File: src/rtl/fp_normalize_round_pkg.sv
// Shared constants, types and state encoding for the single-precision
// post-add normalise/round stage.
package fp_normalize_round_pkg;

  localparam int unsigned EXP_W   = 8;
  localparam int unsigned MANT_W  = 23;
  localparam int unsigned SUM_W   = MANT_W + 5;
  localparam int unsigned EXPI_W  = EXP_W + 2;
  localparam int unsigned BIAS    = 127;
  localparam int unsigned EXP_MAX = 255;

  // Bit positions inside the adder sum: carry, hidden bit, fraction LSB, guard.
  localparam int unsigned CARRY_B = SUM_W - 1;
  localparam int unsigned HIDDEN_B = SUM_W - 2;
  localparam int unsigned LSB_B   = 3;
  localparam int unsigned GUARD_B = 2;

  typedef enum logic [1:0] {
    IDLE,
    NORM,
    ROUND,
    DONE
  } state_t;

  typedef logic signed [EXPI_W-1:0] exp_int_t;

  typedef struct packed {
    logic              sign;
    logic [EXP_W-1:0]  exp;
    logic [MANT_W-1:0] frac;
  } fp32_t;

endpackage

File: src/rtl/fp_normalize_round_if.sv
// Upstream/downstream handshake bundle for fp_normalize_round.
interface fp_normalize_round_if;
  import fp_normalize_round_pkg::*;

  logic              in_valid;
  logic              in_ready;
  logic              in_sign;
  logic [EXP_W-1:0]  in_exp;
  logic [SUM_W-1:0]  in_sum;
  logic              out_valid;
  logic              out_ready;
  logic [31:0]       out_result;
  logic              out_ovf;
  logic              out_zero;

  modport master (
    output in_valid, in_sign, in_exp, in_sum, out_ready,
    input  in_ready, out_valid, out_result, out_ovf, out_zero
  );

  modport slave (
    input  in_valid, in_sign, in_exp, in_sum, out_ready,
    output in_ready, out_valid, out_result, out_ovf, out_zero
  );

endinterface

File: src/rtl/fp_normalize_round_rne.sv
// Combinational round-to-nearest-even of a normalised (or denormal) sum
// and packing of the exponent/fraction fields with overflow detection.
module fp_normalize_round_rne
  import fp_normalize_round_pkg::*;
(
  input  logic [SUM_W-2:0]  i_sum,
  input  exp_int_t          i_exp,
  output logic [EXP_W-1:0]  o_exp,
  output logic [MANT_W-1:0] o_frac,
  output logic              o_ovf
);

  logic            w_up;
  logic [MANT_W+1:0] w_m25;
  logic [MANT_W:0] w_m;
  exp_int_t        w_exp;

  assign w_up  = i_sum[GUARD_B] & (i_sum[1] | i_sum[0] | i_sum[LSB_B]);
  assign w_m25 = {1'b0, i_sum[HIDDEN_B:LSB_B]} + {{(MANT_W+1){1'b0}}, w_up};

  always_comb begin
    w_m    = w_m25[MANT_W:0];
    w_exp  = i_exp;
    o_exp  = '0;
    o_frac = '0;
    o_ovf  = 1'b0;
    if (w_m25[MANT_W+1]) begin
      w_m   = w_m25[MANT_W+1:1];
      w_exp = i_exp + exp_int_t'(1);
    end
    if (w_exp >= exp_int_t'(EXP_MAX)) begin
      o_exp = '1;
      o_ovf = 1'b1;
    end else begin
      // A denormal that rounds up into the hidden bit becomes exponent 1 here.
      o_exp  = w_m[MANT_W] ? w_exp[EXP_W-1:0] : '0;
      o_frac = w_m[MANT_W-1:0];
    end
  end

endmodule

File: src/rtl/fp_normalize_round.sv
// Post-add stage: iterative one-bit-per-cycle normalisation, RNE rounding
// and packing, with valid/ready handshakes and one operation in flight.
module fp_normalize_round
  import fp_normalize_round_pkg::*;
(
  input logic               clk,
  input logic               rst,
  fp_normalize_round_if.slave bus
);

  state_t           r_state;
  state_t           w_next;
  logic             r_sign;
  exp_int_t         r_exp;
  logic [SUM_W-1:0] r_sum;
  logic [31:0]      r_result;
  logic             r_ovf;
  logic             r_zero;

  logic             w_accept;
  logic             w_in_ready;
  logic             w_out_valid;
  exp_int_t         w_in_exp;
  logic [SUM_W-1:0] w_sh_sum;
  exp_int_t         w_sh_exp;
  logic [EXP_W-1:0] w_rexp;
  logic [MANT_W-1:0] w_rfrac;
  logic             w_rovf;

  assign w_accept = bus.in_valid & w_in_ready;
  assign w_in_exp = {2'b00, bus.in_exp};
  assign w_sh_sum = {r_sum[SUM_W-2:0], 1'b0};
  assign w_sh_exp = r_exp - exp_int_t'(1);

  fp_normalize_round_rne u_rne (
    .i_sum  (r_sum[SUM_W-2:0]),
    .i_exp  (r_exp),
    .o_exp  (w_rexp),
    .o_frac (w_rfrac),
    .o_ovf  (w_rovf)
  );

  always_ff @(posedge clk) begin
    if (rst) r_state <= IDLE;
    else     r_state <= w_next;
  end

  // Denormal inputs (exp==1) skip NORM entirely: there is no exponent to spend.
  always_comb begin
    w_next = r_state;
    case (r_state)
      IDLE: begin
        if (w_accept) begin
          if (bus.in_sum == '0)
            w_next = DONE;
          else if (bus.in_sum[CARRY_B] || bus.in_sum[HIDDEN_B] ||
                   w_in_exp == exp_int_t'(1))
            w_next = ROUND;
          else
            w_next = NORM;
        end
      end
      NORM: begin
        if (w_sh_sum[HIDDEN_B] || w_sh_exp == exp_int_t'(1))
          w_next = ROUND;
      end
      ROUND: w_next = DONE;
      DONE: begin
        if (bus.out_ready)
          w_next = IDLE;
      end
      default: w_next = IDLE;
    endcase
  end

  always_comb begin
    w_in_ready  = (r_state == IDLE) && !rst;
    w_out_valid = (r_state == DONE);
  end

  always_ff @(posedge clk) begin
    if (rst) begin
      r_sign   <= 1'b0;
      r_exp    <= '0;
      r_sum    <= '0;
      r_result <= '0;
      r_ovf    <= 1'b0;
      r_zero   <= 1'b0;
    end else begin
      case (r_state)
        IDLE: begin
          if (w_accept) begin
            r_sign <= bus.in_sign;
            r_ovf  <= 1'b0;
            r_zero <= 1'b0;
            if (bus.in_sum == '0) begin
              r_zero   <= 1'b1;
              r_result <= '0;
            end
            // Carry-out: shift right once, folding both dropped-side bits into sticky.
            if (bus.in_sum[CARRY_B]) begin
              r_sum <= {1'b0, bus.in_sum[SUM_W-1:2], bus.in_sum[1] | bus.in_sum[0]};
              r_exp <= w_in_exp + exp_int_t'(1);
            end else begin
              r_sum <= bus.in_sum;
              r_exp <= w_in_exp;
            end
          end
        end
        NORM: begin
          r_sum <= w_sh_sum;
          r_exp <= w_sh_exp;
        end
        ROUND: begin
          r_result <= {r_sign, w_rexp, w_rfrac};
          r_ovf    <= w_rovf;
        end
        default: ;
      endcase
    end
  end

  assign bus.in_ready   = w_in_ready;
  assign bus.out_valid  = w_out_valid;
  assign bus.out_result = r_result;
  assign bus.out_ovf    = r_ovf;
  assign bus.out_zero   = r_zero;

endmodule

File: src/flat_wrapper.sv
// flat-port wrapper written by rule: the top's interface ports become plain ports
module fp_normalize_round_flat import fp_normalize_round_pkg::*;
  (clk, rst, bus_in_valid, bus_in_sign, bus_in_exp, bus_in_sum, bus_out_ready, bus_in_ready, bus_out_valid, bus_out_result, bus_out_ovf, bus_out_zero);
  fp_normalize_round_if bus_i ();
  input logic clk;
  input logic rst;
  input wire logic [$bits(bus_i.in_valid)-1:0] bus_in_valid;
  input wire logic [$bits(bus_i.in_sign)-1:0] bus_in_sign;
  input wire logic [$bits(bus_i.in_exp)-1:0] bus_in_exp;
  input wire logic [$bits(bus_i.in_sum)-1:0] bus_in_sum;
  input wire logic [$bits(bus_i.out_ready)-1:0] bus_out_ready;
  output wire logic [$bits(bus_i.in_ready)-1:0] bus_in_ready;
  output wire logic [$bits(bus_i.out_valid)-1:0] bus_out_valid;
  output wire logic [$bits(bus_i.out_result)-1:0] bus_out_result;
  output wire logic [$bits(bus_i.out_ovf)-1:0] bus_out_ovf;
  output wire logic [$bits(bus_i.out_zero)-1:0] bus_out_zero;
  assign bus_i.in_valid = bus_in_valid;
  assign bus_i.in_sign = bus_in_sign;
  assign bus_i.in_exp = bus_in_exp;
  assign bus_i.in_sum = bus_in_sum;
  assign bus_i.out_ready = bus_out_ready;
  assign bus_in_ready = bus_i.in_ready;
  assign bus_out_valid = bus_i.out_valid;
  assign bus_out_result = bus_i.out_result;
  assign bus_out_ovf = bus_i.out_ovf;
  assign bus_out_zero = bus_i.out_zero;
  fp_normalize_round u_core (.clk(clk), .rst(rst), .bus(bus_i));
endmodule
File: config.mk
export PLATFORM = sky130hd
export DESIGN_NAME = fp_normalize_round_flat
export DESIGN_NICKNAME = d
export VERILOG_FILES = /design/src/rtl/fp_normalize_round_pkg.sv /design/src/rtl/fp_normalize_round_if.sv /design/src/rtl/fp_normalize_round_rne.sv /design/src/rtl/fp_normalize_round.sv /design/src/flat_wrapper.sv
export SDC_FILE = /design/constraint.sdc
export NUM_CORES = 1
export LEC_CHECK = 0
export BUFFER_PORTS_ARGS = -buffer_cell sky130_fd_sc_hd__buf_4
export CORE_MARGIN = 5
export CORE_UTILIZATION = 55
export CTS_CLUSTER_DIAMETER = 40
export DETAILED_ROUTE_END_ITERATION = 6
export HOLD_SLACK_MARGIN = 0.15
export PLACE_DENSITY = 0.85
export SYNTH_ARGS = -nofsm -noshare
export SYNTH_HDL_FRONTEND = slang
export SYNTH_SLANG_ARGS = --single-unit
File: constraint.sdc
create_clock -name clk -period 4.7 [get_ports clk]
set_input_delay 0.47 -clock clk [delete_from_list [all_inputs] [get_ports clk]]
set_output_delay 0.47 -clock clk [all_outputs]
set_load 0.005 [all_outputs]
==> flow_summary.yaml, run 1 <==
drt:
  route.detailed.drc: 0
  dr.pass1.iters: 5
  wl_met3_microns: 676
  drtAntennaViolNets: 0
  route.met2.wl_microns: 5720
  vias: 4658
  wl_met1_microns: 5770
  top_layer: "met4"
  via_per_inst: 5.85
  drtIter0Drc: 257
  wire_per_inst_microns: 15.5
  wirelength_microns: 12300
global_route:
  antenna_found_initial: 0
  grt_pass1_wl_microns: 20300
  grt_max_degree: 76
  grt_pass1_vias: 4316
  grt.total_usage_pct: 24.2
  overflow: 0
floorplanning:
  die_h_microns: 102
  rows: 33
  ioPinCount: 77
  fp.dieW_microns: 102
  start_util_pct: 56.7
  core_sq_um: 8220
  dieArea_sq_um: 10400
clock_tree:
  htree_levels: 3
  ctsResizeCount: 0
  root_buffer: "clkbuf_8"
  cts_tree: "built"
  postCtsHoldBufs: 0
  clk_path_buf_depth: 2
  clk_latency_ns: 0.36
  clk_pin_slew_ns: 0.08
  cts_buffers: 9
  cts_setup_buffers: 0
  numClockSinks: 74
worst_setup_path:
  criticalPathCategory: "flip-flop to flip-flop"
  worstPathCellList: "and2_1, ha_1, nand3_1, or3_1, nor4_1, o211ai_1, o21ai_1, or3_4, o21ai_1"
  cpMostUsedCell: "o21ai_1"
  endpoint_kind: "flip-flop"
  cp.required_ns: 4.94
  cp.arrival_ns: 3.47
  crit_path_start: "u_core.r_sum[2]"
  worst_setup_path_start_kind: "flip-flop"
  cp_slowest_cell: "o21ai_1"
  crit_path_max_incr_delay_ns: 0.71
  crit_fanout: 13
  r2r_start: "u_core.r_sum[2]"
place:
  gp_congestion: 0.885
  port_buffers: 76
  hpwl_microns: 9300
power:
  power_density_nw_per_um2: 333
  p_clk_share_pct: 27.2
  power.leakage_nw: 2.02
  max-vdd-ir-drop_mv: 0.185
  switching_share_pct: 37.0
  seqPwrFrac_pct: 43.2
  pwr-share-comb_pct: 29.6
  p_int_mw: 1.13
  switchingPower_uw: 665
timing:
  fmax_mhz: 309
  final-max-slew-violation-count: 0
  hold_viol: 0
  slew-limit-headroom_pct: 40.6
  finalSetupViolCount: 0
  final.setup.tns_ns: 0
  fin_crit_ns: 3.23
  period_share_pct: 68.8
  rsz0062_at_grt: "no"
  fin_skew_ns: 0.0163
  whs_ns: 0.378
  worst_pin_slew_ns: 0.883
worst_hold_path:
  hold_start: "bus_in_sign"
  hp-class: "input port to flip-flop"
yosys:
  ys_warn_count: 0
  synth_top_area_share_pct: 31.8
  ys_seq_elements: 74
  synth_cell_types: 55
  synth_nets: 690
  yosys.area.top_type: "dfxtp_1"
  ys.flop_type: "dfxtp_1"
  yosysSeqAreaShare_pct: 31.8
  async_flop_share_pct: 0
  netlist_area_sq_um: 4660
  avgSynthCellArea_sq_um: 7.29
  synth_edf_count: 0
  yosys-top-cells-area: "dfxtp_1 (32%), nand2_1 (12%), mux2i_1 (6.0%)"
  synth_cells: 639
outcome:
  status: "finished, final reports clean"
finish:
  n_antenna_cell: 0
  nets: 738
  syn_to_final_growth_pct: 16.0
  drive_gt1_share_pct: 16.5
run:
  drv_cap: 0
state kept, by name (all words and copies together), names as in the netlist:
name,cells
u_core.r_exp,10
u_core.bus.out_zero,1
u_core.bus.out_result,32
u_core.bus.out_ovf,1
u_core.r_sign,1
u_core.r_sum,27
u_core.r_state,2
cells by family after synthesis:
kind of cell	Yosys count	synth area share, %
AOI/OAI and AO/OA	155	19.7
muxes	29	6.26
DFF	74	31.8
xor gates and xnor gates	36	6.77
adders and majority gates	10	2.69
buffers and inverters	59	5.21
and+or+nand+nor	276	27.6
per-layer routing:
metal	track usage, %	vias up
li1	-	2338
met1	33.2	2151
met2	38.6	153
met3	4.10	16
met4	8.07	0
met5	0	-
critical path: cells and delay by family, from the launching register on:
kind / cells / cell delay [ns]
simple gates: 5 / 1.53
compound gates: 3 / 0.95
fa+ha+maj: 1 / 0.22
flops: 1 / 0.42
cells in the mapped netlist (13+ instances only):
library cell and number:
nor3_1 15, clkbuf_1 30, dfxtp_1 74, a21oi_1 51, xor2_1 18, o21ai_0 47
xnor2_1 18, nand4_1 15, nand2_1 143, nand3_1 26, mux2i_1 28, nor4_1 13
nor2_1 30, inv_1 16
area by class of cell:
class                      instances  area [sq um]
clock buffer                      12           145
clock inverter                     3          40.0
fill                             742          2810
inverter                          16          60.1
multi-input combinational        506          2950
sequential                        74          1480
tap                              105           131
timing repair buffer              80           601
per-stage QoR:
| step | power, mW | std cells | utilization (%) | cell area (sq um) | setup WS, ns |
|---|---|---|---|---|---|
| finish | 1.80 | 796 | 65.8 | 5410 | 1.47 |
| global route | 1.90 | 796 | 65.8 | 5410 | 1.24 |
| CTS | 1.79 | 796 | 65.8 | 5410 | 1.48 |
| detailed placement | 1.31 | 781 | 63.5 | 5220 | 1.48 |
| global placement | 1.29 | 781 | 63.5 | 5220 | 1.66 |
| floorplan | 1.15 | 639 | - | 4660 | 2.06 |
power by group through the flow:
stage / Clock, mW / Sequential [mW] / Combinational, mW
global placement: 0 / 0.783 / 0.511
CTS: 0.490 / 0.773 / 0.525
floorplan: 0 / 0.738 / 0.417
global route: 0.523 / 0.786 / 0.589
finish: 0.489 / 0.776 / 0.533
detailed placement: 0 / 0.787 / 0.523
path summary, 6_finish.rpt:
kind / endpoint / slack [ns] / depth (start not counted)
setup reg to reg: u_core.bus.out_result[3] / 1.47 / 9
hold reg to reg: u_core.bus.out_result[14] / 0.45 / 2
setup / recovery: u_core.bus.out_result[3] / 1.47 / 9
hold / removal: u_core.r_sign / 0.38 / 3
cells in the final DEF (no fill, tap or decap), types with 3 or more instances in the layout:
cell type	instances
xnor2_1	18
mux2i_1	28
nand2_1	143
o211ai_1	9
or3_1	3
inv_1	16
xor2_1	18
ha_1	9
nand3_1	26
or4_1	3
nand4_1	15
nor4_1	13
a22o_1	5
and3_1	7
nand2b_1	4
nor2_1	30
a211oi_1	3
nor3_1	15
a22oi_1	3
o21ai_2	10
clkbuf_8	10
o21ai_0	47
a21oi_1	50
buf_4	80
dfxtp_1	74
o21ai_1	10
Note: power is estimated with default switching activity, not from simulation.
==> run 2: changes to the inputs <==
==> constraint.sdc (replaced) <==
create_clock -name clk -period 3.3 [get_ports clk]
set_input_delay 0.33 -clock clk [delete_from_list [all_inputs] [get_ports clk]]
set_output_delay 0.33 -clock clk [all_outputs]
set_load 0.005 [all_outputs]
==> flow_summary.yaml, run 2 (synthesized netlist as in run 1, its figures left out) <==
outcome:
  status: "finished, final reports clean"
finish:
  n_fill_cell: 716
  regArea_sq_um: 1480
  largest_reg_flops: 32
  n_antenna_cell: 0
  final_cells: 807
  multi_input_area_sq_um: 2950
  layout_common_cells: "nand2_1 (143), buf_4 (90), dfxtp_1 (74), a21oi_1 (50), o21ai_0 (47)"
  final_common_cell: "nand2_1"
  drive_gt1_share_pct: 18.1
  syn_to_final_growth_pct: 18.6
  nets: 748
clock_tree:
  clk_path_buf_depth: 2
  cts_tree: "built"
  root_buffer: "clkbuf_8"
  postCtsHoldBufs: 0
  htree_levels: 3
  clk_pin_slew_ns: 0.08
  cts_buffers: 9
  cts_setup_buffers: 0
  numClockSinks: 74
  clk_latency_ns: 0.37
  ctsResizeCount: 0
floorplanning:
  rows: 33
  dieArea_sq_um: 10400
  ioPinCount: 77
  fp.dieW_microns: 102
  die_h_microns: 102
  start_util_pct: 56.7
  core_sq_um: 8220
worst_setup_path:
  cp.required_ns: 3.60
  crit_fanout: 12
  cp.arrival_ns: 3.10
  endpoint_kind: "flip-flop"
  worst_setup_path_start_kind: "flip-flop"
  criticalPathCategory: "flip-flop to flip-flop"
power:
  p_clk_share_pct: 29.8
  max-vdd-ir-drop_mv: 0.276
  switchingPower_uw: 988
  seqPwrFrac_pct: 40.5
  power.leakage_nw: 2.07
  power_density_nw_per_um2: 490
  p_int_mw: 1.72
  switching_share_pct: 36.5
  pwr-share-comb_pct: 29.7
timing:
  worst_pin_slew_ns: 0.917
  hold_viol: 0
  period_share_pct: 84.7
  rsz0062_at_grt: "no"
  fmax_mhz: 358
  slew-limit-headroom_pct: 38.3
  final-max-slew-violation-count: 0
  fin_skew_ns: 0.0118
  fin_crit_ns: 2.80
  final.setup.tns_ns: 0
  finalSetupViolCount: 0
global_route:
  grt.total_usage_pct: 25.7
  overflow: 0
  use_met2_pct: 40.7
  top_usage_layer: "met2"
  grt_pass1_wl_microns: 21400
  grt_pass1_vias: 4474
  grt_max_degree: 54
  met3_usage_pct: 4.30
  grt_util_met1_pct: 34.9
  antenna_found_initial: 0
run:
  drv_cap: 0
drt:
  drtAntennaViolNets: 0
  route.detailed.drc: 0
  dr.pass1.iters: 5
  wire_per_inst_microns: 16.1
  via_per_inst: 5.98
  drtIter0Drc: 373
  wirelength_microns: 13000
  vias: 4822
worst_hold_path:
  hp-class: "input port to flip-flop"
place:
  place_inst: 791
  hpwl_microns: 9660
  port_buffers: 76
  gp_congestion: 0.929
==> run 2: power groups by stage <==
| stage | logic, mW | registers [mW] | clock network, mW |
|---|---|---|---|
| 2_1_floorplan | 0.593 | 1.05 | 0 |
| 3_3_place_gp | 0.761 | 1.10 | 0 |
| 3_5_place_dp | 0.783 | 1.11 | 0 |
| 4_1_cts | 0.793 | 1.09 | 0.814 |
| 5_1_grt | 0.894 | 1.11 | 0.851 |
| 6_report | 0.804 | 1.10 | 0.805 |
==> run 2: critical path, cell delays in order, from the launching register on <==
cell,delay [ns]
dfxtp_1,0.58
nand4_1,0.31
or4_1,0.63
o21a_1,0.23
nor4_2,0.23
o21ai_1,0.14
or3_4,0.45
o21ai_2,0.15
==> run 2: per-stage QoR <==
step | util, % | total power, mW | cell area [sq um] | worst slack [ns] | hold slack (ns)
after CTS | 67.2 | 2.70 | 5520 | 0.548 | 0.217
after floorplan | - | 1.64 | 4660 | 0.796 | 0.437
after global routing | 67.2 | 2.85 | 5520 | 0.277 | 0.241
after detailed placement | 64.5 | 1.89 | 5300 | 0.517 | 0.443
final | 67.2 | 2.71 | 5520 | 0.504 | 0.222
after global placement | 64.5 | 1.86 | 5300 | 0.558 | 0.438
==> run 2: final timing paths <==
| kind | cells past startpoint | slack [ns] | startpoint | to |
|---|---|---|---|---|
| setup reg to reg | 7 | 0.50 | u_core.r_exp[2] | u_core.bus.out_result[15] |
| hold reg to reg | 2 | 0.45 | u_core.bus.out_result[3] | u_core.bus.out_result[3] |
| setup / recovery | 7 | 0.50 | u_core.r_exp[2] | u_core.bus.out_result[15] |
| hold / removal | 3 | 0.22 | bus_in_sign | u_core.r_sign |
==> run 2: per-layer routing <==
layer	up-vias	wire, microns
li1	2361	-
met1	2252	5570
met2	192	6120
met3	17	1060
met4	0	228
met5	-	0
==> run 2: area by class of cell <==
class | instances | share of cell area (%)
clock buffer | 10 | 2.49
inverter | 16 | 1.09
clock inverter | 6 | 1.63
timing repair buffer | 90 | 12.2
sequential | 74 | 26.8
tap | 105 | 2.38
multi-input combinational | 506 | 53.4
